[config.mk]
export PLATFORM = sky130hd
export DESIGN_NAME = dds_demod_ctrl
export DESIGN_NICKNAME = d
export VERILOG_FILES = /design/src/rtl/dds_demod_ctrl.sv
export SDC_FILE = /design/constraint.sdc
export NUM_CORES = 1
export LEC_CHECK = 0
export BUFFER_PORTS_ARGS = -buffer_cell sky130_fd_sc_hd__buf_2
export CORE_ASPECT_RATIO = 1.5
export CORE_UTILIZATION = 55
export CTS_CLUSTER_SIZE = 14
export DETAILED_ROUTE_END_ITERATION = 12
export GPL_TIMING_DRIVEN = 0
export PLACE_DENSITY = 0.72
export SYNTH_ARGS = -nofsm -noshare
export SYNTH_HDL_FRONTEND = slang
export SYNTH_SLANG_ARGS = --single-unit
export TNS_END_PERCENT = 30
[constraint.sdc]
create_clock -name clk -period 20.1 [get_ports clk]
set_input_delay 2.01 -clock clk [delete_from_list [all_inputs] [get_ports clk]]
set_output_delay 2.01 -clock clk [all_outputs]
set_load 0.01 [all_outputs]
[src/rtl/dds_demod_ctrl.sv]
// dds_demod_ctrl: receive-side phase demodulator for the DDS phase-modulation link.
// Stamps each rising edge of the sliced carrier against a free-running local
// carrier-phase counter. It votes per quadrant over one symbol period and emits
// the majority quadrant as {S,P} one cycle after the symbol strobe.
// Optional build macro: DDS_DEMOD_GRAY_EN (Gray-decode the winning quadrant).
module dds_demod_ctrl #(
    parameter int PHASE_W = 4,
    parameter int VOTE_W  = 8
) (
    input  logic clk,
    input  logic rst,
    input  logic sig,
    input  logic cout,
    output logic P,
    output logic S,
    output logic valid,
    output logic no_edge
);

    // An edge is seen two clocks after the first synchronizer flop samples it.
    localparam int                SYNC_LAT = 2;
    localparam logic [VOTE_W-1:0] VOTE_MAX = '1;

    typedef enum logic {
        ALIGN = 1'b0,
        TRACK = 1'b1
    } state_t;

    state_t             state_reg, state_next;
    logic [PHASE_W-1:0] phase_cnt_reg;
    logic               sync1_reg, sync2_reg, hist_reg;
    logic [VOTE_W-1:0]  vote_reg  [4];
    logic [VOTE_W-1:0]  vote_inc  [4];
    logic [VOTE_W-1:0]  vote_next [4];
    logic [VOTE_W-1:0]  best_vote;
    logic               p_reg, p_next;
    logic               s_reg, s_next;
    logic               valid_reg, valid_next;
    logic               no_edge_reg, no_edge_next;
    logic               edge_det;
    logic               any_vote;
    logic [PHASE_W-1:0] stamp;
    logic [1:0]         quad;
    logic [1:0]         winner;
    logic [1:0]         sym;        // {S,P} for the winning quadrant

    // Free-running local carrier phase; only reset restarts it.
    always_ff @(posedge clk) begin
        if (rst) begin
            phase_cnt_reg <= '0;
        end else begin
            phase_cnt_reg <= phase_cnt_reg + PHASE_W'(1);
        end
    end

    // Two-flop synchronizer plus one history flop for rising-edge detection.
    always_ff @(posedge clk) begin
        if (rst) begin
            sync1_reg <= 1'b0;
            sync2_reg <= 1'b0;
            hist_reg  <= 1'b0;
        end else begin
            sync1_reg <= sig;
            sync2_reg <= sync1_reg;
            hist_reg  <= sync2_reg;
        end
    end

    assign edge_det = sync2_reg & ~hist_reg;
    // Back off the synchronizer delay so the stamp is the phase at first capture.
    assign stamp    = phase_cnt_reg - PHASE_W'(SYNC_LAT);
    assign quad     = 2'(stamp >> (PHASE_W - 2));

    // Per-quadrant saturating increment, including an edge in the current cycle.
    generate
        for (genvar gi = 0; gi < 4; gi++) begin : g_vote_inc
            assign vote_inc[gi] = (edge_det && (quad == 2'(gi)) && (vote_reg[gi] != VOTE_MAX))
                                ? vote_reg[gi] + VOTE_W'(1)
                                : vote_reg[gi];
        end
    endgenerate

    // Majority quadrant; strict compare keeps ties on the lowest quadrant.
    always_comb begin
        winner    = 2'd0;
        best_vote = vote_inc[0];
        for (int i = 1; i < 4; i++) begin
            if (vote_inc[i] > best_vote) begin
                best_vote = vote_inc[i];
                winner    = 2'(i);
            end
        end
        any_vote = ((vote_inc[0] | vote_inc[1] | vote_inc[2] | vote_inc[3]) != '0);
    end

`ifdef DDS_DEMOD_GRAY_EN
    // Gray decode: adjacent quadrants differ in one output bit.
    assign sym = {winner[1], winner[1] ^ winner[0]};
`else
    // Direct binary: q -> {S,P} = q.
    assign sym = winner;
`endif

    // Next-state, vote update and decision outputs.
    always_comb begin
        state_next   = state_reg;
        p_next       = p_reg;
        s_next       = s_reg;
        valid_next   = 1'b0;
        no_edge_next = no_edge_reg;
        for (int i = 0; i < 4; i++) begin
            vote_next[i] = vote_inc[i];
        end
        case (state_reg)
            ALIGN: begin
                for (int i = 0; i < 4; i++) begin
                    vote_next[i] = '0;
                end
                if (cout) begin
                    state_next = TRACK;
                end
            end
            TRACK: begin
                if (cout) begin
                    valid_next = 1'b1;
                    for (int i = 0; i < 4; i++) begin
                        vote_next[i] = '0;
                    end
                    if (any_vote) begin
                        p_next       = sym[0];
                        s_next       = sym[1];
                        no_edge_next = 1'b0;
                    end else begin
                        no_edge_next = 1'b1;
                    end
                end
            end
            default: begin
                state_next = ALIGN;
            end
        endcase
    end

    // State, vote and output registers.
    always_ff @(posedge clk) begin
        if (rst) begin
            state_reg   <= ALIGN;
            p_reg       <= 1'b0;
            s_reg       <= 1'b0;
            valid_reg   <= 1'b0;
            no_edge_reg <= 1'b0;
            for (int i = 0; i < 4; i++) begin
                vote_reg[i] <= '0;
            end
        end else begin
            state_reg   <= state_next;
            p_reg       <= p_next;
            s_reg       <= s_next;
            valid_reg   <= valid_next;
            no_edge_reg <= no_edge_next;
            for (int i = 0; i < 4; i++) begin
                vote_reg[i] <= vote_next[i];
            end
        end
    end

    assign P       = p_reg;
    assign S       = s_reg;
    assign valid   = valid_reg;
    assign no_edge = no_edge_reg;

endmodule

* After elaboration in Yosys (flattened, before gate mapping)
Memory sizes are Yosys's and may differ from the RTL's.
Cells that the tools add are included.
** Operators by class
- Reduce and logical (&&, ||, !) cells :: 13
- Multiplexer cells :: 21
- Bitwise operators :: 10
- $lt $le $gt $ge :: 3
- Eq/ne operators :: 7
- $add $sub $neg :: 6
** Operator list (number)
- two-way mux 8 bit :: 10
- one-hot mux 32 bit (2 select lines) :: 1
- adder 8 x 1 -> 8 bit (second input constant) :: 4
- two-way mux 32 bit :: 1
- inequality test 8 bit (second input constant) :: 4
- greater-than comparator 8 bit :: 3
- OR 8 bit :: 3
- logical AND 1 bit :: 8
- nonzero test 8 bit :: 1
- two-way mux 1 bit :: 7
- adder 4 x 1 -> 4 bit (second input constant) :: 1
- equality test 2 bit (second input constant) :: 2
- two-way mux 2 bit :: 2
- OR 1 bit :: 4
- subtractor 4 x 2 -> 4 bit (second input constant) :: 1
- AND reduction 3 bit :: 1
- equality test 2 x 1 -> 1 bit (second input constant) :: 1
- logical NOT 2 bit :: 1
- NOT 1 bit :: 2
- AND reduction 2 bit :: 1
- OR reduction 2 bit :: 1
- bitwise AND 1 bit :: 1
** Word-level totals
- RAM bits :: 32
- Bits of input ports :: 4
- Output and inout bits :: 4
- Memories :: 1
- Flip-flop bits (word level) :: 12
- Word-level logic and storage cells :: 70
** Memory list
- vote_reg :: depth 4, width 8, read ports 4, clocked after memory_dff 0, wr ports 4, line 32 : logic [VOTE_W-1:0] vote_reg [4];

* Logic depth before layout (Yosys ltp)
Gate-level depths: netlist of the first run.
- Depth in word-level cells :: 11
- Mapped depth :: 32
- Mapped depth without buffers :: 30

* Worst setup path after synthesis of the first run
OpenSTA, ideal clock, no wires.
- Kind :: flip-flop to flip-flop
- Start point :: register phase_cnt_reg[1]
- End point :: register p_reg (netlist: P)
- Slack :: 13586 ps
- Arrival time :: 6387 ps
- Period minus slack after synthesis :: 6514 ps
- Library setup time :: 127 ps
- Stages on the path, launching flop included :: 29
- Path buffers :: 2
- Required time :: 19973 ps
- Cell sequence :: dfxtp_1 > inv_1 > ha_1 > or3b_2 > a211oi_2 > nand4_1 > xor2_1 > ha_1 > inv_1 > nand4_1 > nor2_1 > o2111a_1 > o21ai_1 > buf_2 > mux2_1 > ha_1 > a211o_1 > a31oi_1 > nand4_1 > nand3_1 > clkbuf_1 > mux2_2 > ha_1 > and3_1 > a21boi_0 > o21ai_0 > nor3b_1 > nor4b_1 > or3_1
** Between the ends
- Cells in the longest elaborated chain, start to end :: 11
- Elaborated cells between the ends (all ways) :: 30
- Those cells by class :: 1 x add/sub; 3 x order compare; 3 x eq/ne; 9 x mux; 3 x bitwise; 11 x reduce/logical
** Ends and longest elaborated chain
- start: declaration :: line 30 : logic [PHASE_W-1:0] phase_cnt_reg;
- start signal: assignment :: line 52 : phase_cnt_reg <= phase_cnt_reg + PHASE_W'(1);
- subtractor 4 x 2 -> 4 bit (*) :: line 71 : assign stamp = phase_cnt_reg - PHASE_W'(SYNC_LAT);
- equality test 2 x 1 -> 1 bit / logical NOT 2 bit (equally long branches) :: line 77 : assign vote_inc[gi] = (edge_det && (quad == 2'(gi)) && (vote_reg[gi] != VOTE_MAX))
- logical AND 1 bit (2 in series) :: line 77
- two-way mux 8 bit :: line 78 : ? vote_reg[gi] + VOTE_W'(1)
- greater-than comparator 8 bit :: line 88 : if (vote_inc[i] > best_vote) begin
- two-way mux 8 bit :: line 88
- greater-than comparator 8 bit :: line 88
- two-way mux 8 bit :: line 88
- greater-than comparator 8 bit :: line 88
- two-way mux 2 bit :: line 88
- end signal: assignment :: line 157 : p_reg <= p_next;
- end: declaration :: line 36 : logic p_reg, p_next;
Mark *: on every way between the ends. The rest lies on a longest branch, timed or not.
A chain may end at the register's enable or synchronous reset.

* Worst setup path in the final report of the first run
- Start point :: register phase_cnt_reg[2]
- End point :: register p_reg (netlist: P)
Same word-level chain as after synthesis.

==> key figures, run 1 <==
Job
  • Max Cap Viol: 0

Global route
  • Antenna violations before repair: 0
  • Global-route usage over all layers: 26.2%
  • GRT overflow: 0
  • Largest net degree at the start of global routing: 16
  • Vias in the first global route: 2576
  • Global-route wire length before repair: approximately 12 mm

Yosys
  • Post-synth top area share: 28.0%
  • Top FF cell, synth: dfxtp_1
  • Asr flop ratio synth: 0%
  • Syn. warnings: 0
  • Sequential area share after synthesis: between 20% and 30%
  • Netlist cell types: 56
  • Post-synthesis instance total: about 370
  • Avg Cell Area, Syn: approximately 8.5 um2
  • Area contributors post-synth: dfxtp_1 (28%), ha_1 (15%), nor2_1 (4.5%)
  • Post-synth EDFFs: 0
  • Syn nets: between 400 and 500
  • Synth Cell Area: around 3100 um2
  • Synth Register Bits: 44
  • Cell accounting for the most synthesized area: dfxtp_1

Detailed routing
  • DR vias/cell: between 6 and 7
  • Vias: approximately 2800
  • WL met3: 265 um
  • Antenna viol nets, final: 0
  • Iteration-0 DRC Markers: 177
  • DR WL/cell: between 15 and 20 um
  • WL final: between 7 and 8 mm
  • DRT Pass-1 Iters: 5
  • Metal-1 WL: 2.90 mm
  • Drt drc: 0
  • Met2 WL post-DR: 3.81 mm
  • Highest routed layer: met4

Placement
  • Port buffer count: 7
  • Post-DP HPWL: 5.80 mm
  • Placed Instances: between 400 and 500
  • Gpl congestion: 0.881
  • Placed Instance Area: 3260 um2

Clock tree
  • Post-CTS Setup Bufs: 0
  • CTS Hold Bufs: 0
  • Clk sinks: 44
  • Root buffer cell: clkbuf_8
  • CTS tree: done
  • Cells resized by post-CTS repair: 0
  • Clock tree buffer depth: 2
  • # H-tree levels: 2
  • Worst-path clk slew: ~0.09 ns
  • CTS Buf Count: 5
  • Clk_lat worst skew: 0.31 ns

Final layout
  • Layout cells sized above 1: 9.07%
  • Final cell area excluding filler cells: 3380 um2
  • P&R area growth vs syn: 7.57%
  • Post-Layout Cell Count: 456
  • ANT cells: 0
  • # nets final: 427
  • Largest register FFs: 32
  • FILL cells: 514
  • Final Util: 61.5%

Pwr
  • Pleak: roughly 1.4 nW
  • Pwr dens: 53.8 nW/um2
  • Maximum vdd ir drop: 0.0644 mV

Worst setup path
  • CP max stage cell: xnor2_2
  • Critical path required time: 20.29 ns
  • Cell family with most CP delay: compound AO/OA/AOI/OAI gates
  • Setup Crit Path Kind: flip-flop to flip-flop
  • CP Max Fanout: 10
  • CP endpoint kind: flip-flop
  • CP dominant cell by count: ha_1
  • Slowest cell delay on critical path: 0.55 ns
  • Worst path arrival time: 7.93 ns
  • CP startpoint kind: flip-flop
  • CP bufs+invs: 4

STA
  • Sum Neg Setup Slack: 0 ns
  • Final setup violation count: 0
  • Endpoints failing hold: 0
  • Part of the cycle the worst path needs: 38.5%
  • Fin crit period: 7.73 ns
  • Hold Slack: about 0.46 ns
  • Setup Skew: 0.00563 ns
  • Worst-margin pin slew: 0.774 ns
  • RSZ-0062 raised after global routing: false
  • Fin. max-slew vios: 0
  • F_max: 129 MHz
  • Slew margin rel.: 48.2%

Floorplanning
  • Core Region: ~5500 um2
  • Rows: 33
  • Die height: 94.5 um
  • Horiz. Die Dim: 63.7 um
  • Die Area: 6020 um2
  • Io pins: 8
  • Starting Density: a little under three fifths

Worst hold path
  • HP Class: flip-flop to flip-flop

Status
  • Outcome: finished clean
[power breakdown]
part / total (mW) / switching, mW / internal (mW)
sequential: 0.0896 / 0.00105 / 0.0885
clock: 0.0708 / 0.0333 / 0.0375
combinational: 0.0215 / 0.0134 / 0.00812
total: 0.182 / 0.0478 / 0.134
[placed cells by master, fill, tap and decap left out, types with 2 or more instances in the layout]
master	n
nand3_1	22
a211oi_2	2
a21oi_1	9
clkbuf_1	6
nor4b_1	4
inv_1	25
nor4_1	4
o2111ai_1	2
a21boi_0	2
o2111a_1	2
ha_1	38
or3_1	6
a31oi_1	7
dfxtp_1	44
and4_1	3
nand4_1	17
nor2_1	38
xor2_1	11
o21bai_1	2
or2_2	2
nor2b_1	17
nor3_1	6
and3_1	10
or4_1	2
nand3b_1	2
o21ai_0	7
nand2b_1	2
buf_2	9
clkbuf_8	5
a21o_1	3
mux2_2	7
and2_1	3
nand2_1	24
xnor2_1	10
mux2i_1	8
[metal layers]
metal | vias to the layer above | GRT usage (%)
li1 | 1364 | -
met1 | 1304 | 27.0
met2 | 73 | 49.0
met3 | 26 | 3.62
met4 | 0 | 16.3
met5 | - | 0
[cells by family after synthesis]
logic type | synth area share (%)
xor+xnor | 6.37
flops | 28.0
buf+inv | 4.02
simple gates | 28.6
mux | 5.42
compound gates | 12.4
fa+ha+maj | 15.1
[through the flow]
step | worst slack, ns | total power, mW
6_report | 12.37 | 0.182
5_1_grt | 11.83 | 0.188
4_1_cts | 12.36 | 0.182
3_5_place_dp | 12.40 | 0.113
3_3_place_gp | 12.51 | 0.113
2_1_floorplan | 13.59 | 0.107
[cells in the mapped netlist, drive strengths merged (4+ instances only)]
cell type and instances:
o21ai 8, or3 6, dfxtp 44, nor2b 17, nor2 38, clkbuf 6
a31oi 7, and3 10, nand2 24, nor4 5, xnor2 11, nand3 22
nor4b 4, ha 38, mux2i 8, nand4 17, mux2 8, inv 25
a21oi 9, nor3 6, xor2 11
[path summary, 6_finish.rpt]
path	slack [ns]	from	endpoint	cells after the start
worst min-delay path	0.46	no_edge	no_edge	2
worst max register to register	12.37	phase_cnt_reg[2]	P	29
worst min register to register	0.46	no_edge	no_edge	2
worst max-delay path	12.37	phase_cnt_reg[2]	P	29
[worst reg2reg max path, delay by kind of cell (launching register included)]
| kind | cells | cell delay (ns) |
|---|---|---|
| buffers and inverters | 4 | 0.75 |
| DFF | 1 | 0.38 |
| AOI/OAI and AO/OA | 8 | 1.89 |
| muxes | 2 | 0.78 |
| and+or+nand+nor | 9 | 1.76 |
| adders and majority gates | 4 | 1.17 |
| xor gates and xnor gates | 2 | 0.92 |
[final cells by class]
type / instances / area, um2 / area share [%]
multi-input combinational: 294 / 2130 / 63.1
clock buffer: 5 / 68.8 / 2.04
sequential: 44 / 881 / 26.1
buffer: 8 / 32.5 / 0.963
clock inverter: 3 / 46.3 / 1.37
tap: 70 / 87.6 / 2.59
timing repair buffer: 7 / 35.0 / 1.04
inverter: 25 / 93.8 / 2.78
Note: power is estimated with default switching activity, not from simulation.
==> inputs of run 2 (changes only) <==
==> constraint.sdc (replaced) <==
create_clock -name clk -period 8.1 [get_ports clk]
set_input_delay 0.81 -clock clk [delete_from_list [all_inputs] [get_ports clk]]
set_output_delay 0.81 -clock clk [all_outputs]
set_load 0.01 [all_outputs]
==> run 2 against run 1 <==
Die area stayed put; highest routed layer unchanged; fmax is 2.9% higher; via count decreased by 0.58%; first-iteration DRC count fell by 4.0%; setup slack lost 12 ns; combinational power increased to 2.6 times the previous value; clock power grew 150%; critical path depth down 2.
==> key figures, run 2 (same netlist as run 1, synthesis figures left out) <==
Final layout
  • FILL cells: 513 (was 514)
  • ANT cells: 0 (unchanged)
  • # nets final: 427 (unchanged)
  • Layout cells sized above 1: 9.33% (was 9.07%)
  • P&R area growth vs syn: 7.97% (was 7.57%)
  • Largest register FFs: 32 (unchanged)
  • Commonest non-fill, non-tap cell in the layout: dfxtp_1 (unchanged)
  • Most frequent cells in the layout: dfxtp_1 (44), nor2_1 (38), ha_1 (38), inv_1 (25), nand2_1 (24) (unchanged)
  • Final cell area excluding filler cells: 3390 um2 (was 3380 um2)

Worst setup path
  • CP Max Fanout: 10 (unchanged)
  • Critical Path Source: phase_cnt_reg[2] (unchanged)
  • Reg-to-Reg End: P (unchanged)
  • CP startpoint kind: flip-flop (unchanged)
  • Critical path required time: 8.29 ns (was 20.29 ns)
  • Worst setup endpoint: P (unchanged)
  • CP max stage cell: or3b_2 (was xnor2_2)
  • R2R depth: 27 (was 29)
  • R2R Setup Slk: 0.59 ns (was 12.37 ns)
  • CP dominant cell by count: ha_1 (unchanged)
  • Setup Crit Path Kind: flip-flop to flip-flop (unchanged)
  • Slowest cell delay on critical path: 0.61 ns (was 0.55 ns)
  • R2r startpoint: phase_cnt_reg[2] (unchanged)
  • Worst path arrival time: 7.70 ns (was 7.93 ns)
  • CP endpoint kind: flip-flop (unchanged)

Detailed routing
  • Drt drc: 0 (unchanged)
  • DR WL/cell: 16.1 um (about the same)
  • Antenna viol nets, final: 0 (unchanged)
  • WL final: 7.34 mm (was 7.32 mm)
  • Vias: 2751 (was 2767)
  • Iteration-0 DRC Markers: 170 (was 177)
  • DR vias/cell: 6.03 (was 6.07)
  • DRT Pass-1 Iters: 4 (was 5)

Clock tree
  • Root buffer cell: clkbuf_8 (unchanged)
  • CTS tree: done (unchanged)
  • # H-tree levels: 2 (unchanged)
  • Worst-path clk slew: 0.09 ns (about the same)
  • Clk_lat worst skew: 0.30 ns (was 0.31 ns)
  • CTS Buf Count: 5 (unchanged)
  • CTS Hold Bufs: 0 (unchanged)
  • Clock tree buffer depth: 2 (unchanged)
  • Clk sinks: 44 (unchanged)
  • Cells resized by post-CTS repair: 0 (unchanged)
  • Post-CTS Setup Bufs: 0 (unchanged)

STA
  • F_max: 133 MHz (was 129 MHz)
  • Final setup violation count: 0 (unchanged)
  • Endpoints failing hold: 0 (unchanged)
  • Fin crit period: 7.51 ns (was 7.73 ns)
  • RSZ-0062 raised after global routing: false (unchanged)
  • Setup Skew: 0.00580 ns (was 0.00563 ns)
  • Setup ws final: 0.588 ns (was 12.37 ns)
  • Part of the cycle the worst path needs: 92.7% (was 38.5%)
  • Fin. max-slew vios: 0 (unchanged)
  • Worst-margin pin slew: 0.787 ns (was 0.774 ns)
  • Sum Neg Setup Slack: 0 ns (unchanged)
  • Slew margin rel.: 47.4% (was 48.2%)

Worst hold path
  • Hold Path Cell Cnt: 1 (was 2)
  • HP Class: flip-flop to flip-flop (unchanged)

Floorplanning
  • Rows: 33 (unchanged)
  • Die Area: 6020 um2 (unchanged)
  • Die height: 94.5 um (unchanged)
  • Starting Density: 57.2% (unchanged)
  • Horiz. Die Dim: 63.7 um (unchanged)
  • Core Region: 5490 um2 (unchanged)
  • Io pins: 8 (unchanged)

Status
  • Outcome: finished clean (unchanged)

Placement
  • Pre-CTS setup slack: 0.396 ns (was 12.40 ns)
  • Port buffer count: 7 (unchanged)
  • Post-DP HPWL: 5.80 mm (unchanged)
  • Placed Instance Area: 3260 um2 (unchanged)
  • Gpl congestion: 0.881 (unchanged)

Pwr
  • Pwr dens: 133 nW/um2 (was 53.8 nW/um2)
  • Maximum vdd ir drop: 0.160 mV (was 0.0644 mV)
  • Pleak: 1.44 nW (about the same)

Global route
  • Global-route wire length before repair: 12.0 mm (unchanged)
  • Vias in the first global route: 2576 (unchanged)
  • Antenna violations before repair: 0 (unchanged)
  • GRT overflow: 0 (unchanged)
  • Largest net degree at the start of global routing: 16 (unchanged)
  • Global-route usage over all layers: 26.2% (unchanged)

Job
  • Max Cap Viol: 0 (unchanged)
## run 2: changes by cell type in the layout (fill, tap and decap cells not counted)
cell,change
clkbuf_1,-1
clkbuf_2,+1
xnor2_2,-1
xnor2_4,+1
## run 2: worst min-delay path by stage
stage                           startpoint                to
after floorplan                  sync1_reg         sync2_reg
after global placement           sync1_reg         sync2_reg
after detailed placement  phase_cnt_reg[0]  phase_cnt_reg[0]
after CTS                        sync1_reg         sync2_reg
after global routing             sync1_reg         sync2_reg
final                            sync1_reg         sync2_reg
## run 2: report_power, final
| part | switching, mW | total, mW | internal [mW] |
|---|---|---|---|
| Clock | 0.0809 | 0.174 | 0.0929 |
| Sequential | 0.00261 | 0.222 | 0.220 |
| Combinational | 0.0339 | 0.0552 | 0.0213 |
## run 2: routing by layer
metal  wire length, um  track usage, %  part of all wire (%)
met1              2960            27.0                    40
met2              3870            49.0                    53
met3               204            3.62                   2.8
met4               310            16.3                   4.2
met5                 0               0                     0
## run 2: final cells by class
type                       count  area [um2]  share of cell area (%)
clock inverter                 3        46.3                    1.37
buffer                         8        33.8                   0.996
timing repair buffer           7        35.0                    1.03
inverter                      25        93.8                    2.77
tap                           70        87.6                    2.58
multi-input combinational    294        2140                    63.2
sequential                    44         881                    26.0
clock buffer                   5        68.8                    2.03
## run 2: metrics by stage
stage	util [%]	total power, mW	hold slack [ns]	instances
2_1_floorplan	-	0.266	0.414	371
6_report	61.7	0.451	0.456	456
3_5_place_dp	59.4	0.280	0.448	448
4_1_cts	61.5	0.453	0.463	456
5_1_grt	61.7	0.468	0.466	456
3_3_place_gp	59.4	0.279	0.420	448
## run 2: critical path, delay by kind of cell (launching register included)
| kind | cells | cell delay, ns |
|---|---|---|
| buf+inv | 4 | 0.71 |
| compound gates | 10 | 2.31 |
| flops | 1 | 0.38 |
| mux | 3 | 1.18 |
| simple gates | 6 | 1.59 |
| fa+ha+maj | 4 | 1.23 |
==> inputs of run 3 (changes only) <==
--- a/config.mk
+++ b/config.mk
@@ -10,7 +10,6 @@
 export CORE_UTILIZATION = 55
 export CTS_CLUSTER_SIZE = 14
 export DETAILED_ROUTE_END_ITERATION = 12
-export GPL_TIMING_DRIVEN = 0
 export PLACE_DENSITY = 0.72
 export SYNTH_ARGS = -nofsm -noshare
 export SYNTH_HDL_FRONTEND = slang
==> run 3 against run 2 <==
Cell count fell by 1.8%; fmax rose by 2.6%; via count fell by 1.9%; non-clock buffer count fell by 8; total power rose by 0.37%; clock skew barely moved; hold slack got worse by 0.0088 ns; first-iteration DRC count rose by 15%; utilization fell by 0.73 points; clock-buffer cell count did not move; sequential power barely moved; register-to-register slack improved by 0.19 ns; critical path type unchanged; largest cell class unchanged.
==> key figures, run 3 (same netlist as run 1, synthesis figures left out) <==
STA
  • F_max: 137 MHz (was 133 MHz)
  • Final setup violation count: 0 (unchanged)
  • Setup Skew: 0.00548 ns (was 0.00580 ns)
  • Slew margin rel.: 24.6% (was 47.4%)
  • Fin. max-slew vios: 0 (unchanged)
  • Fin crit period: 7.32 ns (was 7.51 ns)
  • Endpoints failing hold: 0 (unchanged)
  • Worst-margin pin slew: 1.13 ns (was 0.787 ns)
  • RSZ-0062 raised after global routing: false (unchanged)
  • Part of the cycle the worst path needs: 90.4% (was 92.7%)
  • Sum Neg Setup Slack: 0 ns (unchanged)

Clock tree
  • Worst-path clk slew: 0.09 ns (about the same)
  • CTS Buf Count: 5 (unchanged)
  • Clock tree buffer depth: 2 (unchanged)
  • Root buffer cell: clkbuf_8 (unchanged)
  • Clk_lat worst skew: 0.31 ns (was 0.30 ns)
  • CTS Hold Bufs: 0 (unchanged)
  • Clk sinks: 44 (unchanged)
  • Cells resized by post-CTS repair: 0 (unchanged)
  • # H-tree levels: 2 (unchanged)
  • CTS tree: done (unchanged)
  • Post-CTS Setup Bufs: 0 (unchanged)

Floorplanning
  • Io pins: 8 (unchanged)
  • Die Area: 6020 um2 (unchanged)
  • Core Region: 5490 um2 (unchanged)
  • Starting Density: 57.2% (unchanged)
  • Horiz. Die Dim: 63.7 um (unchanged)
  • Rows: 33 (unchanged)
  • Die height: 94.5 um (unchanged)

Worst setup path
  • CP Max Fanout: 15 (was 10)
  • CP dominant cell by count: ha_1 (unchanged)
  • Cell family with most CP delay: simple AND/OR/NAND/NOR gates (was compound AO/OA/AOI/OAI gates)
  • Critical Path Source: phase_cnt_reg[1] (was phase_cnt_reg[2])
  • R2R Setup Slk: 0.78 ns (was 0.59 ns)
  • R2r startpoint: phase_cnt_reg[1] (was phase_cnt_reg[2])
  • Levels on crit path: 26 (was 27)
  • CP bufs+invs: 2 (was 4)
  • CP max stage cell: nor3b_2 (was or3b_2)
  • CP startpoint kind: flip-flop (unchanged)
  • Worst path arrival time: 7.53 ns (was 7.70 ns)
  • Reg-to-Reg End: P (unchanged)
  • Setup Crit Path Kind: flip-flop to flip-flop (unchanged)
  • CP endpoint kind: flip-flop (unchanged)
  • Critical path required time: 8.30 ns (was 8.29 ns)
  • Worst setup endpoint: P (unchanged)
  • R2R depth: 26 (was 27)
  • Slowest cell delay on critical path: 0.45 ns (was 0.61 ns)

Placement
  • Post-DP HPWL: 5.73 mm (was 5.80 mm)
  • Placed Instance Area: 3230 um2 (was 3260 um2)
  • Gpl congestion: 0.922 (was 0.881)
  • Port buffer count: 7 (unchanged)

Final layout
  • Final cell area excluding filler cells: 3350 um2 (was 3390 um2)
  • Layout cells sized above 1: 8.99% (was 9.33%)
  • # nets final: 419 (was 427)
  • P&R area growth vs syn: 6.69% (was 7.97%)
  • Commonest non-fill, non-tap cell in the layout: dfxtp_1 (unchanged)
  • Most frequent cells in the layout: dfxtp_1 (44), nor2_1 (38), ha_1 (38), inv_1 (25), nand2_1 (24) (unchanged)
  • Largest register FFs: 32 (unchanged)
  • ANT cells: 0 (unchanged)

Worst hold path
  • Worst hold start: sync1_reg (unchanged)
  • HP Class: flip-flop to flip-flop (unchanged)

Global route
  • Largest net degree at the start of global routing: 31 (was 16)
  • Antenna violations before repair: 0 (unchanged)
  • Global-route wire length before repair: 12.1 mm (was 12.0 mm)
  • Global-route usage over all layers: 26.3% (was 26.2%)
  • Vias in the first global route: 2607 (was 2576)
  • GRT overflow: 0 (unchanged)

Pwr
  • Maximum vdd ir drop: 0.124 mV (was 0.160 mV)
  • Pleak: 1.43 nW (was 1.44 nW)
  • Pwr dens: 135 nW/um2 (was 133 nW/um2)
  • Total power: 0.453 mW (was 0.451 mW)

Detailed routing
  • Antenna viol nets, final: 0 (unchanged)
  • Vias: 2698 (was 2751)
  • DR WL/cell: 16.5 um (was 16.1 um)
  • WL final: 7.40 mm (was 7.34 mm)
  • Drt drc: 0 (unchanged)
  • DR vias/cell: 6.02 (was 6.03)
  • DRT Pass-1 Iters: 5 (was 4)
  • Iteration-0 DRC Markers: 196 (was 170)

Status
  • Outcome: finished clean (unchanged)

Job
  • Max Cap Viol: 0 (unchanged)
run 3: cell types whose count changed in the layout (fill, tap and decap cells not counted), sizes merged:
cell      change
buf           -2
inv           -1
clkinvlp      -1
clkbuf        -6
clkinv        +2
run 3: metrics by stage:
step                      hold WS (ns)  instances  setup WS, ns  utilization (%)
after floorplan                  0.414        371          1.59                -
after global placement           0.423        440         0.908             58.8
after detailed placement         0.430        440         0.695             58.8
after CTS                        0.453        448         0.676             60.9
after global routing             0.473        448         0.127             61.0
final                            0.448        448         0.775             61.0
run 3: worst min path at each step:
stage / end / depth (start not counted)
after floorplan: sync2_reg / 1
after global placement: sync2_reg / 1
after detailed placement: sync2_reg / 1
after CTS: sync2_reg / 1
after global routing: sync2_reg / 1
final: sync2_reg / 1
run 3: per-layer routing:
metal	vias to the layer above	global-route usage (%)	part of all wire, %
met2	52	51.2	53
met5	-	0	0
met4	0	11.6	2.8
met1	1281	27.8	42
met3	14	3.02	2.5
li1	1351	-	-
run 3: layout make-up:
cell class / count / area, um2
clock buffers: 5 / 68.8
clock inverters: 3 / 47.5
inverters: 25 / 93.8
repair buffers: 7 / 35.0
multi-input cells: 294 / 2140
flip-flops and latches: 44 / 881
fillers: 498 / 2140
well taps: 70 / 87.6
run 3: power by group:
part | internal (mW) | leakage, nW | total (mW) | switching, mW
Combinational | 0.0195 | 1.02 | 0.0503 | 0.0308
Sequential | 0.220 | 0.356 | 0.223 | 0.00288
Clock | 0.0930 | 0.0583 | 0.180 | 0.0871
